$ cat config.mk
export PLATFORM = sky130hd
export DESIGN_NAME = mem_port_arbiter_flat
export DESIGN_NICKNAME = d
export VERILOG_FILES = /design/src/rtl/mem_port_arbiter_pkg.sv /design/src/rtl/mem_port_arbiter_if.sv /design/src/rtl/mem_port_arbiter.sv /design/src/flat_wrapper.sv
export SDC_FILE = /design/constraint.sdc
export NUM_CORES = 1
export LEC_CHECK = 0
export BUFFER_PORTS_ARGS = -buffer_cell sky130_fd_sc_hd__buf_2
export CAP_MARGIN = 0
export CORE_MARGIN = 8
export CORE_UTILIZATION = 42
export CTS_CLUSTER_DIAMETER = 80
export CTS_CLUSTER_SIZE = 16
export DETAILED_ROUTE_END_ITERATION = 6
export PLACE_DENSITY = 0.81
export SLEW_MARGIN = 10
export SYNTH_ARGS = -nofsm -noshare
export SYNTH_HDL_FRONTEND = slang
export SYNTH_SLANG_ARGS = --single-unit
$ cat constraint.sdc
create_clock -name clk -period 2.1 [get_ports clk]
set_clock_uncertainty 0.05 [all_clocks]
set_input_delay 0.21 -clock clk [delete_from_list [all_inputs] [get_ports clk]]
set_output_delay 0.21 -clock clk [all_outputs]
set_load 0.02 [all_outputs]
$ cat src/rtl/mem_port_arbiter_pkg.sv
// Shared types for the two-port memory arbiter.
// Word, byte-mask and arbiter state definitions.
package mem_port_arbiter_pkg;

    typedef logic [15:0] lc3b_word;
    typedef logic [1:0]  lc3b_mem_wmask;

    typedef enum logic [1:0] {
        IDLE,
        SERVE_I,
        SERVE_D
    } arb_state_t;

    localparam int            STARVE_LIMIT_DEF = 2;
    localparam lc3b_mem_wmask WMASK_WORD       = 2'b11;

endpackage

$ cat src/rtl/mem_port_arbiter_if.sv
// Bundle of fetch port, data port and physical memory signals.
// slave = arbiter view, master = pipeline/memory view.
interface mem_port_arbiter_if;
    import mem_port_arbiter_pkg::*;

    logic          mem1_read;
    lc3b_word      mem1_address;
    lc3b_word      mem1_rdata;
    logic          mem1_resp;

    logic          mem2_read;
    logic          mem2_write;
    lc3b_word      mem2_address;
    lc3b_word      mem2_wdata;
    lc3b_mem_wmask mem2_wmask;
    lc3b_word      mem2_rdata;
    logic          mem2_resp;

    logic          pmem_read;
    logic          pmem_write;
    lc3b_word      pmem_address;
    lc3b_word      pmem_wdata;
    lc3b_mem_wmask pmem_wmask;
    lc3b_word      pmem_rdata;
    logic          pmem_resp;

    modport slave (
        input  mem1_read, mem1_address,
        output mem1_rdata, mem1_resp,
        input  mem2_read, mem2_write, mem2_address,
        input  mem2_wdata, mem2_wmask,
        output mem2_rdata, mem2_resp,
        output pmem_read, pmem_write, pmem_address,
        output pmem_wdata, pmem_wmask,
        input  pmem_rdata, pmem_resp
    );

    modport master (
        output mem1_read, mem1_address,
        input  mem1_rdata, mem1_resp,
        output mem2_read, mem2_write, mem2_address,
        output mem2_wdata, mem2_wmask,
        input  mem2_rdata, mem2_resp,
        input  pmem_read, pmem_write, pmem_address,
        input  pmem_wdata, pmem_wmask,
        output pmem_rdata, pmem_resp
    );

endinterface

$ cat src/rtl/mem_port_arbiter.sv
// Serialises fetch (mem1) and data (mem2) ports onto one pmem port,
// data wins ties unless fetch has been passed over STARVE_LIMIT times.
module mem_port_arbiter
    import mem_port_arbiter_pkg::*;
#(
    parameter int STARVE_LIMIT = STARVE_LIMIT_DEF
) (
    input  logic                clk,
    input  logic                rst_n,
    mem_port_arbiter_if.slave   bus
);

    localparam int CW =
        (STARVE_LIMIT < 1) ? 1 : $clog2(STARVE_LIMIT + 1);
    localparam logic [CW-1:0] LIMIT = CW'(STARVE_LIMIT);

    arb_state_t    r_state;
    logic [CW-1:0] r_starve_cnt;
    logic          r_rd;
    logic          r_wr;
    lc3b_word      r_addr;
    lc3b_word      r_wdata;
    lc3b_mem_wmask r_wmask;

    logic w_req_d;
    logic w_starved;
    logic w_pick_d;
    logic w_resp_i;
    logic w_resp_d;

    assign w_req_d   = bus.mem2_read | bus.mem2_write;
    assign w_starved = (r_starve_cnt >= LIMIT);
    assign w_pick_d  = w_req_d & (~bus.mem1_read | ~w_starved);

    always_ff @(posedge clk or negedge rst_n) begin
        if (!rst_n) begin
            r_state      <= IDLE;
            r_starve_cnt <= '0;
            r_rd         <= 1'b0;
            r_wr         <= 1'b0;
            r_addr       <= '0;
            r_wdata      <= '0;
            r_wmask      <= '0;
        end else begin
            unique case (r_state)
                IDLE: begin
                    if (w_pick_d) begin
                        r_state <= SERVE_D;
                        r_addr  <= bus.mem2_address;
                        r_wdata <= bus.mem2_wdata;
                        r_wmask <= bus.mem2_wmask;
                        // write dominates a read+write request
                        r_wr    <= bus.mem2_write;
                        r_rd    <= bus.mem2_read & ~bus.mem2_write;
                    end else if (bus.mem1_read) begin
                        r_state <= SERVE_I;
                        r_addr  <= bus.mem1_address;
                        r_wdata <= '0;
                        r_wmask <= WMASK_WORD;
                        r_wr    <= 1'b0;
                        r_rd    <= 1'b1;
                    end
                end
                SERVE_I: begin
                    if (bus.pmem_resp) begin
                        r_state      <= IDLE;
                        r_rd         <= 1'b0;
                        r_wr         <= 1'b0;
                        r_starve_cnt <= '0;
                    end
                end
                SERVE_D: begin
                    if (bus.pmem_resp) begin
                        r_state <= IDLE;
                        r_rd    <= 1'b0;
                        r_wr    <= 1'b0;
                        if (bus.mem1_read && !w_starved)
                            r_starve_cnt <= r_starve_cnt + 1'b1;
                    end
                end
                default: r_state <= IDLE;
            endcase
        end
    end

    assign w_resp_i = (r_state == SERVE_I) & bus.pmem_resp;
    assign w_resp_d = (r_state == SERVE_D) & bus.pmem_resp;

    assign bus.pmem_read    = r_rd;
    assign bus.pmem_write   = r_wr;
    assign bus.pmem_address = r_addr;
    assign bus.pmem_wdata   = r_wdata;
    assign bus.pmem_wmask   = r_wmask;

    assign bus.mem1_resp  = w_resp_i;
    assign bus.mem1_rdata = w_resp_i ? bus.pmem_rdata : '0;
    assign bus.mem2_resp  = w_resp_d;
    assign bus.mem2_rdata =
        (w_resp_d & ~r_wr) ? bus.pmem_rdata : '0;

endmodule

$ cat src/flat_wrapper.sv
// flat-port wrapper written by rule: the top's interface ports become plain ports
module mem_port_arbiter_flat import mem_port_arbiter_pkg::*;
#(
    parameter int STARVE_LIMIT = STARVE_LIMIT_DEF
)
  (clk, rst_n, bus_mem1_read, bus_mem1_address, bus_mem1_rdata, bus_mem1_resp, bus_mem2_read, bus_mem2_write, bus_mem2_address, bus_mem2_wdata, bus_mem2_wmask, bus_mem2_rdata, bus_mem2_resp, bus_pmem_read, bus_pmem_write, bus_pmem_address, bus_pmem_wdata, bus_pmem_wmask, bus_pmem_rdata, bus_pmem_resp);
  mem_port_arbiter_if bus_i ();
  input  logic clk;
  input  logic rst_n;
  input wire logic [$bits(bus_i.mem1_read)-1:0] bus_mem1_read;
  input wire logic [$bits(bus_i.mem1_address)-1:0] bus_mem1_address;
  output wire logic [$bits(bus_i.mem1_rdata)-1:0] bus_mem1_rdata;
  output wire logic [$bits(bus_i.mem1_resp)-1:0] bus_mem1_resp;
  input wire logic [$bits(bus_i.mem2_read)-1:0] bus_mem2_read;
  input wire logic [$bits(bus_i.mem2_write)-1:0] bus_mem2_write;
  input wire logic [$bits(bus_i.mem2_address)-1:0] bus_mem2_address;
  input wire logic [$bits(bus_i.mem2_wdata)-1:0] bus_mem2_wdata;
  input wire logic [$bits(bus_i.mem2_wmask)-1:0] bus_mem2_wmask;
  output wire logic [$bits(bus_i.mem2_rdata)-1:0] bus_mem2_rdata;
  output wire logic [$bits(bus_i.mem2_resp)-1:0] bus_mem2_resp;
  output wire logic [$bits(bus_i.pmem_read)-1:0] bus_pmem_read;
  output wire logic [$bits(bus_i.pmem_write)-1:0] bus_pmem_write;
  output wire logic [$bits(bus_i.pmem_address)-1:0] bus_pmem_address;
  output wire logic [$bits(bus_i.pmem_wdata)-1:0] bus_pmem_wdata;
  output wire logic [$bits(bus_i.pmem_wmask)-1:0] bus_pmem_wmask;
  input wire logic [$bits(bus_i.pmem_rdata)-1:0] bus_pmem_rdata;
  input wire logic [$bits(bus_i.pmem_resp)-1:0] bus_pmem_resp;
  assign bus_i.mem1_read = bus_mem1_read;
  assign bus_i.mem1_address = bus_mem1_address;
  assign bus_mem1_rdata = bus_i.mem1_rdata;
  assign bus_mem1_resp = bus_i.mem1_resp;
  assign bus_i.mem2_read = bus_mem2_read;
  assign bus_i.mem2_write = bus_mem2_write;
  assign bus_i.mem2_address = bus_mem2_address;
  assign bus_i.mem2_wdata = bus_mem2_wdata;
  assign bus_i.mem2_wmask = bus_mem2_wmask;
  assign bus_mem2_rdata = bus_i.mem2_rdata;
  assign bus_mem2_resp = bus_i.mem2_resp;
  assign bus_pmem_read = bus_i.pmem_read;
  assign bus_pmem_write = bus_i.pmem_write;
  assign bus_pmem_address = bus_i.pmem_address;
  assign bus_pmem_wdata = bus_i.pmem_wdata;
  assign bus_pmem_wmask = bus_i.pmem_wmask;
  assign bus_i.pmem_rdata = bus_pmem_rdata;
  assign bus_i.pmem_resp = bus_pmem_resp;
  mem_port_arbiter #(.STARVE_LIMIT(STARVE_LIMIT)) u_core (.clk(clk), .rst_n(rst_n), .bus(bus_i));
endmodule
==> metrics.yaml, run 1 <==
run_status:
  status: "complete, but fails checks"
  violations: "negative hold slack"
synth:
  ys_seq_elements: 40
  synth_area_um2: 2100
  synth.distinct_cells: 34
  synth_area_leaders: "dfrtp_1 48%, a22o_1 7.1%, a31oi_1 5.1%"
  synthCells: 211
  synth_enable_flop_cells: 0
  synthTopCellsByCount: "40 x dfrtp_1, 18 x a21oi_1, 18 x nor2_1"
  synth_top_area_share_pct: 47.7
  yosysTopAreaCell: "dfrtp_1"
  synth-seq-area-share_pct: 47.7
  synthArstFlopShare_pct: 100
  synth-main-ff-cell: "dfrtp_1"
  syn_nets: 288
  yosysMostFrequentCell: "dfrtp_1"
  yosys_warnings: 0
  syn_area_per_cell_um2: 9.94
global_route:
  grt_pass1_wl_mm: 11.0
  grt_pass1_vias: 2225
  grt_overflow_total: 0
  antenna_found_initial: 0
  grt_max_degree: 41
  gr-usage-all-layers_pct: 18.2
critical_path:
  worstPathRequired_ns: 1.84
  critPathMaxFanout: 18
  start_kind: "flip-flop"
  criticalPathCategory: "flip-flop to primary output"
  cp-end-kind: "primary output"
  crit_arrival_ns: 1.69
power:
  ir_worst_vdd_mv: 0.702
  p_int_w: 0.00241
  switching_share_pct: 44.6
  seqPwrFrac_pct: 30.7
  p_sw_w: 0.00194
  p_per_area_nw_per_um2: 1470
  share_comb_of_total_power_pct: 54.9
  p_leak_nw: 1.63
  clkPwrFrac_pct: 14.4
layout:
  final_core_util_pct: 62.0
  fin_cells: 417
  layout.nets: 426
  num_antenna_cells: 0
  drive_gt1_share_pct: 46.9
  syn2layout_area_growth_pct: 41.5
die:
  initial_core_util_pct: 43.8
  die_w_um: 86.7
  num_rows: 25
  ioPinCount: 142
  die_y_um: 86.7
  dieArea_um2: 7510
  coreArea_um2: 4790
timing:
  fin_crit_sh_pct: 92.8
  tightest_slew_ns: 0.888
  slew_viol_final: 0
  slew_headroom_pct: 40.8
  fin_setup_tns_ns: 0
  fmax_mhz: 513
  worst_slack_ns: 0.152
  min_period_ns: 1.95
  hold-worst-slack_ns: -0.0312
  rsz0062_at_grt: "false"
  setup_viol: 0
  hold_viol_final: 32
cts:
  cts_hold_buf: 0
  clk_latency_ns: 0.29
  tritoncts: "yes"
  cts.sinks: 40
  clk_path_buf_depth: 2
  clkTransAtPathRegs_ns: 0.08
  cts_htree_levels: 2
  numCtsBuffers: 5
  cts-root-buf: "clkbuf_8"
routing:
  wl_per_cell_um: 16.8
  routed_wl_mm: 7.01
  vias: 2159
  drc: 0
  drtIter0Drc: 92
  avgViaCountPerCell: 5.18
  firstDrtPassIters: 4
  ant_nets: 0
placement:
  dp.cells: 409
  dp_hpwl_mm: 5.38
  io_buffers: 141
  pre_cts_ws_ns: 0.265
  place_congestion: 0.760
job:
  drv_cap: 0
min_path:
  holdCritPathClass: "primary input to async pin"
[through the flow]
step           cell area (um^2)  hold slack (ns)  total power [W]
2_1_floorplan              2100           -0.136          0.00297
3_3_place_gp               2840            0.331          0.00367
3_5_place_dp               2840            0.329          0.00374
4_1_cts                    2950          0.00394          0.00437
5_1_grt                    2970           0.0448          0.00467
6_report                   2970          -0.0312          0.00436
[worst max-delay path, stage by stage (launching register included)]
cell and delay, ns:
dfrtp_1 0.45, inv_1 0.11, ha_1 0.44, and3_1 0.24, buf_2 0.16
[layout make-up]
type                            instances  area, um^2
Clock inverter                          3        42.5
Clock buffer                            5        68.8
Sequential cell                        40        1000
Tap cell                               67        83.8
Inverter                                6        22.5
Multi-Input combinational cell        149         997
Fill cell                             419        1820
Timing Repair Buffer                  147         751
[metal layers]
| metal | global-route usage, % | share of wire [%] | up-vias |
|---|---|---|---|
| met5 | 0 | 0 | - |
| met4 | 4.23 | 0.76 | 0 |
| met3 | 6.33 | 8.4 | 6 |
| met2 | 32.4 | 51 | 77 |
| met1 | 20.2 | 40 | 1028 |
| li1 | - | - | 1048 |
[layout by cell type (no fill, tap or decap), types with 2 or more instances in the layout]
master    Yosys  routed
buf_2         4     141
inv_1         6       6
clkbuf_8      0       5
nand2_1       3       3
o21ai_0      16      15
nor2_1       18      18
buf_4         1       6
and2_1       17      17
a21oi_1      18      18
a31oi_1      17      17
o21ai_1       2       3
o22a_1        2       2
and3_1       16      16
dfrtp_1      40      40
a22o_1       17      17
ha_1          5       4
nor3b_1       2       2
[sequential cells by signal, summed over array words and instances (netlist names)]
name,cells
u_core.bus.pmem_write,1
u_core.bus.pmem_read,1
u_core.r_state,2
u_core.bus.pmem_address,16
u_core.r_starve_cnt,2
u_core.bus.pmem_wdata,16
u_core.bus.pmem_wmask,2
[path summary, 6_finish.rpt]
kind	from	endpoint	slack (ns)	cells past startpoint
min in group clk	bus_mem2_wdata[13]	u_core.bus.pmem_wdata[13]	0.07	2
max in group asynchronous	rst_n	u_core.bus.pmem_address[13]	1.46	1
worst max-delay path	u_core.r_state[1]	bus_mem1_rdata[14]	0.15	4
worst min-delay path	rst_n	u_core.bus.pmem_wdata[5]	-0.03	1
worst max register to register	u_core.r_state[1]	u_core.bus.pmem_read	0.24	5
worst min register to register	u_core.bus.pmem_wmask[1]	u_core.bus.pmem_wmask[1]	0.46	1
[repair_timing]
item | CTS | global route
pin swaps | 0 | 0
endpoints found under the setup margin | 13 | 16
setup buffers | 0 | 0
resized for setup | 1 | 3
[kinds of logic (layout without fill, tap and decap cells)]
family / after synthesis / in the layout / synth area share (%)
muxes: 2 / 2 / 1.07
adders and majority gates: 5 / 5 / 2.98
buffers and inverters: 22 / 161 / 5.43
DFF: 40 / 40 / 47.7
and+or+nand+nor: 62 / 62 / 16.8
AOI/OAI and AO/OA: 80 / 80 / 26.0
[power groups by stage]
stage | Sequential, W | Combinational (W) | Clock, W
finish | 0.00134 | 0.00239 | 0.000629
global route | 0.00138 | 0.00261 | 0.000675
CTS | 0.00133 | 0.00240 | 0.000638
detailed placement | 0.00135 | 0.00239 | 0
global placement | 0.00133 | 0.00234 | 0
floorplan | 0.00174 | 0.00123 | 0
Power figures use the tool's default switching activity.
==> run 2, diff against run 1 <==
- BUFFER_PORTS_ARGS: -buffer_cell sky130_fd_sc_hd__buf_2 -> -buffer_cell sky130_fd_sc_hd__buf_4
==> run 2 against run 1 <==
The run now ends clean. First-iteration DRC count is 28% higher. Utilization grew 7.3 points. Non-clock buffer count grew 1. Sequential power barely moved. Worst setup slack lost 0.061 ns. Global-route usage grew 1.1 points. Cell count is 0.24% higher. Via count rose by 1.1%. Worst hold slack gained 0.11 ns. Count of clock-buffer cells in the layout did not move. Critical path type unchanged.
==> metrics.yaml, run 2 (synthesis gave the netlist of run 1 again) <==
run_status:
  status: "complete, no violations"  # was complete, but fails checks
timing:
  slew_viol_final: 0  # unchanged
  hold-worst-slack_ns: 0.0793  # was -0.0312 ns
  hold_viol_final: 0  # was 32
  rsz0062_at_grt: "false"  # unchanged
  fin_setup_tns_ns: 0  # unchanged
  tightest_slew_ns: 0.729  # was 0.888 ns
  fin_crit_sh_pct: 95.7  # was 92.8%
  fmax_mhz: 498  # was 513 MHz
  slew_headroom_pct: 51.4  # was 40.8%
  setup_viol: 0  # unchanged
  min_period_ns: 2.01  # was 1.95 ns
cts:
  post_cts_buffers: 0  # unchanged
  clk_latency_ns: 0.29  # about the same
  numCtsBuffers: 5  # unchanged
  clk_path_buf_depth: 2  # unchanged
  tritoncts: "yes"  # unchanged
  cts_htree_levels: 2  # unchanged
  cts-root-buf: "clkbuf_8"  # unchanged
  cts.sinks: 40  # unchanged
  clkTransAtPathRegs_ns: 0.08  # about the same
die:
  dieArea_um2: 7510  # unchanged
  num_rows: 25  # unchanged
  ioPinCount: 142  # unchanged
  coreArea_um2: 4790  # unchanged
  die_w_um: 86.7  # unchanged
  initial_core_util_pct: 43.8  # unchanged
  die_y_um: 86.7  # unchanged
placement:
  dp.cells: 409  # unchanged
  placed_area_um2: 3190  # was 2840 um^2
  dp_hpwl_mm: 5.77  # was 5.38 mm
  io_buffers: 141  # unchanged
  place_congestion: 0.813  # was 0.760
min_path:
  holdCritPathClass: "primary input to flip-flop"  # was primary input to async pin
job:
  drv_cap: 0  # unchanged
layout:
  fillCellCount: 398  # was 419
  finish.instance_area_um2: 3320  # was 2970 um^2
  layout.nets: 427  # was 426
  seqCellArea_um2: 1000  # unchanged
  num_antenna_cells: 0  # unchanged
  mostFrequentLayoutCells: "147 x buf_4, 40 x dfrtp_1, 18 x nor2_1, 18 x a21oi_1"  # was 141 x buf_2, 40 x dfrtp_1, 18 x nor2_1, 18 x a21oi_1
  multi_input_comb_area_um2: 985  # was 997 um^2
  syn2layout_area_growth_pct: 58.2  # was 41.5%
  final_common_cell: "buf_4"  # was buf_2
  fin_cells: 418  # was 417
  drive_gt1_share_pct: 46.4  # was 46.9%
routing:
  wl_per_cell_um: 17.8  # was 16.8 um
  vias: 2182  # was 2159
  met1_length_mm: 3.05  # was 2.77 mm
  avgViaCountPerCell: 5.22  # was 5.18
  route.met2.wl_mm: 3.95  # was 3.59 mm
  routed_wl_mm: 7.43  # was 7.01 mm
  firstDrtPassIters: 4  # unchanged
  drc: 0  # unchanged
  drtIter0Drc: 118  # was 92
  ant_nets: 0  # unchanged
  dr.max_layer_used: "met4"  # unchanged
  wl_met3_um: 377  # was 592 um
critical_path:
  criticalPathCategory: "flip-flop to primary output"  # unchanged
  regToRegSetupSlack_ns: 0.24  # about the same
  critPathMaxFanout: 16  # was 18
  start_kind: "flip-flop"  # unchanged
  cp-end-kind: "primary output"  # unchanged
  crit_arrival_ns: 1.75  # was 1.69 ns
  worstPathRequired_ns: 1.84  # about the same
global_route:
  grt_pass1_wl_mm: 11.6  # was 11.0 mm
  grt_pass1_vias: 2205  # was 2225
  grt_overflow_total: 0  # unchanged
  gr-usage-all-layers_pct: 19.3  # was 18.2%
  antenna_found_initial: 0  # unchanged
  grt_max_degree: 41  # unchanged
power:
  ir_worst_vdd_mv: 0.866  # was 0.702 mV
  p_per_area_nw_per_um2: 1400  # was 1470 nW/um^2
  p_leak_nw: 1.72  # was 1.63 nW
==> run 2: repair_timing <==
action | in CTS | in global routing
pin swaps | 0 | 0
hold buffers | 1 | 0
endpoints found under the hold margin | 40 | 0
endpoints found under the setup margin | 16 | 16
gates resized for setup | 1 | 1
==> run 2: worst max-delay path: stages, from the launching register on <==
cell and delay, ns:
dfrtp_1 0.43, inv_1 0.11, ha_1 0.22, and2_1 0.17, and2b_4 0.24, and2_1 0.16
buf_4 0.14
==> run 2: final timing paths <==
check | from | to | cells past startpoint
worst max-delay path | u_core.r_state[0] | bus_mem2_rdata[12] | 6
worst min-delay path | bus_mem2_wmask[1] | u_core.bus.pmem_wmask[1] | 2
worst max register to register | u_core.r_state[0] | u_core.bus.pmem_read | 5
worst min register to register | u_core.bus.pmem_wdata[4] | u_core.bus.pmem_wdata[4] | 1
max in group asynchronous | rst_n | u_core.r_starve_cnt[0] | 2
min in group asynchronous | rst_n | u_core.bus.pmem_wdata[6] | 2
==> run 2: area by class of cell <==
type | count | share of cell area [%]
tap | 67 | 2.53
multi-input combinational | 149 | 29.7
timing repair buffer | 148 | 33.6
inverter | 6 | 0.679
clock buffer | 5 | 2.07
sequential | 40 | 30.2
clock inverter | 3 | 1.28
==> run 2: metal layers <==
layer | track usage [%] | up-vias
li1 | - | 1048
met1 | 23.2 | 1052
met2 | 34.0 | 76
met3 | 4.35 | 6
met4 | 4.38 | 0
met5 | 0 | -
==> run 2: power by group <==
group / internal, W / total (W) / leakage [nW] / switching, W
logic: 0.00118 / 0.00266 / 1.18 / 0.00148
registers: 0.00114 / 0.00135 / 0.481 / 0.000214
clock network: 0.000352 / 0.000628 / 0.0541 / 0.000276
total: 0.00267 / 0.00464 / 1.72 / 0.00197
==> run 2: metrics by stage <==
| stage | worst slack [ns] | utilization [%] | power (W) |
|---|---|---|---|
| after floorplan | 0.243 | - | 0.00297 |
| after global placement | 0.311 | 66.7 | 0.00396 |
| after detailed placement | 0.273 | 66.7 | 0.00402 |
| after CTS | 0.0361 | 69.3 | 0.00465 |
| after global routing | 0.0213 | 69.3 | 0.00492 |
| final | 0.0908 | 69.3 | 0.00464 |
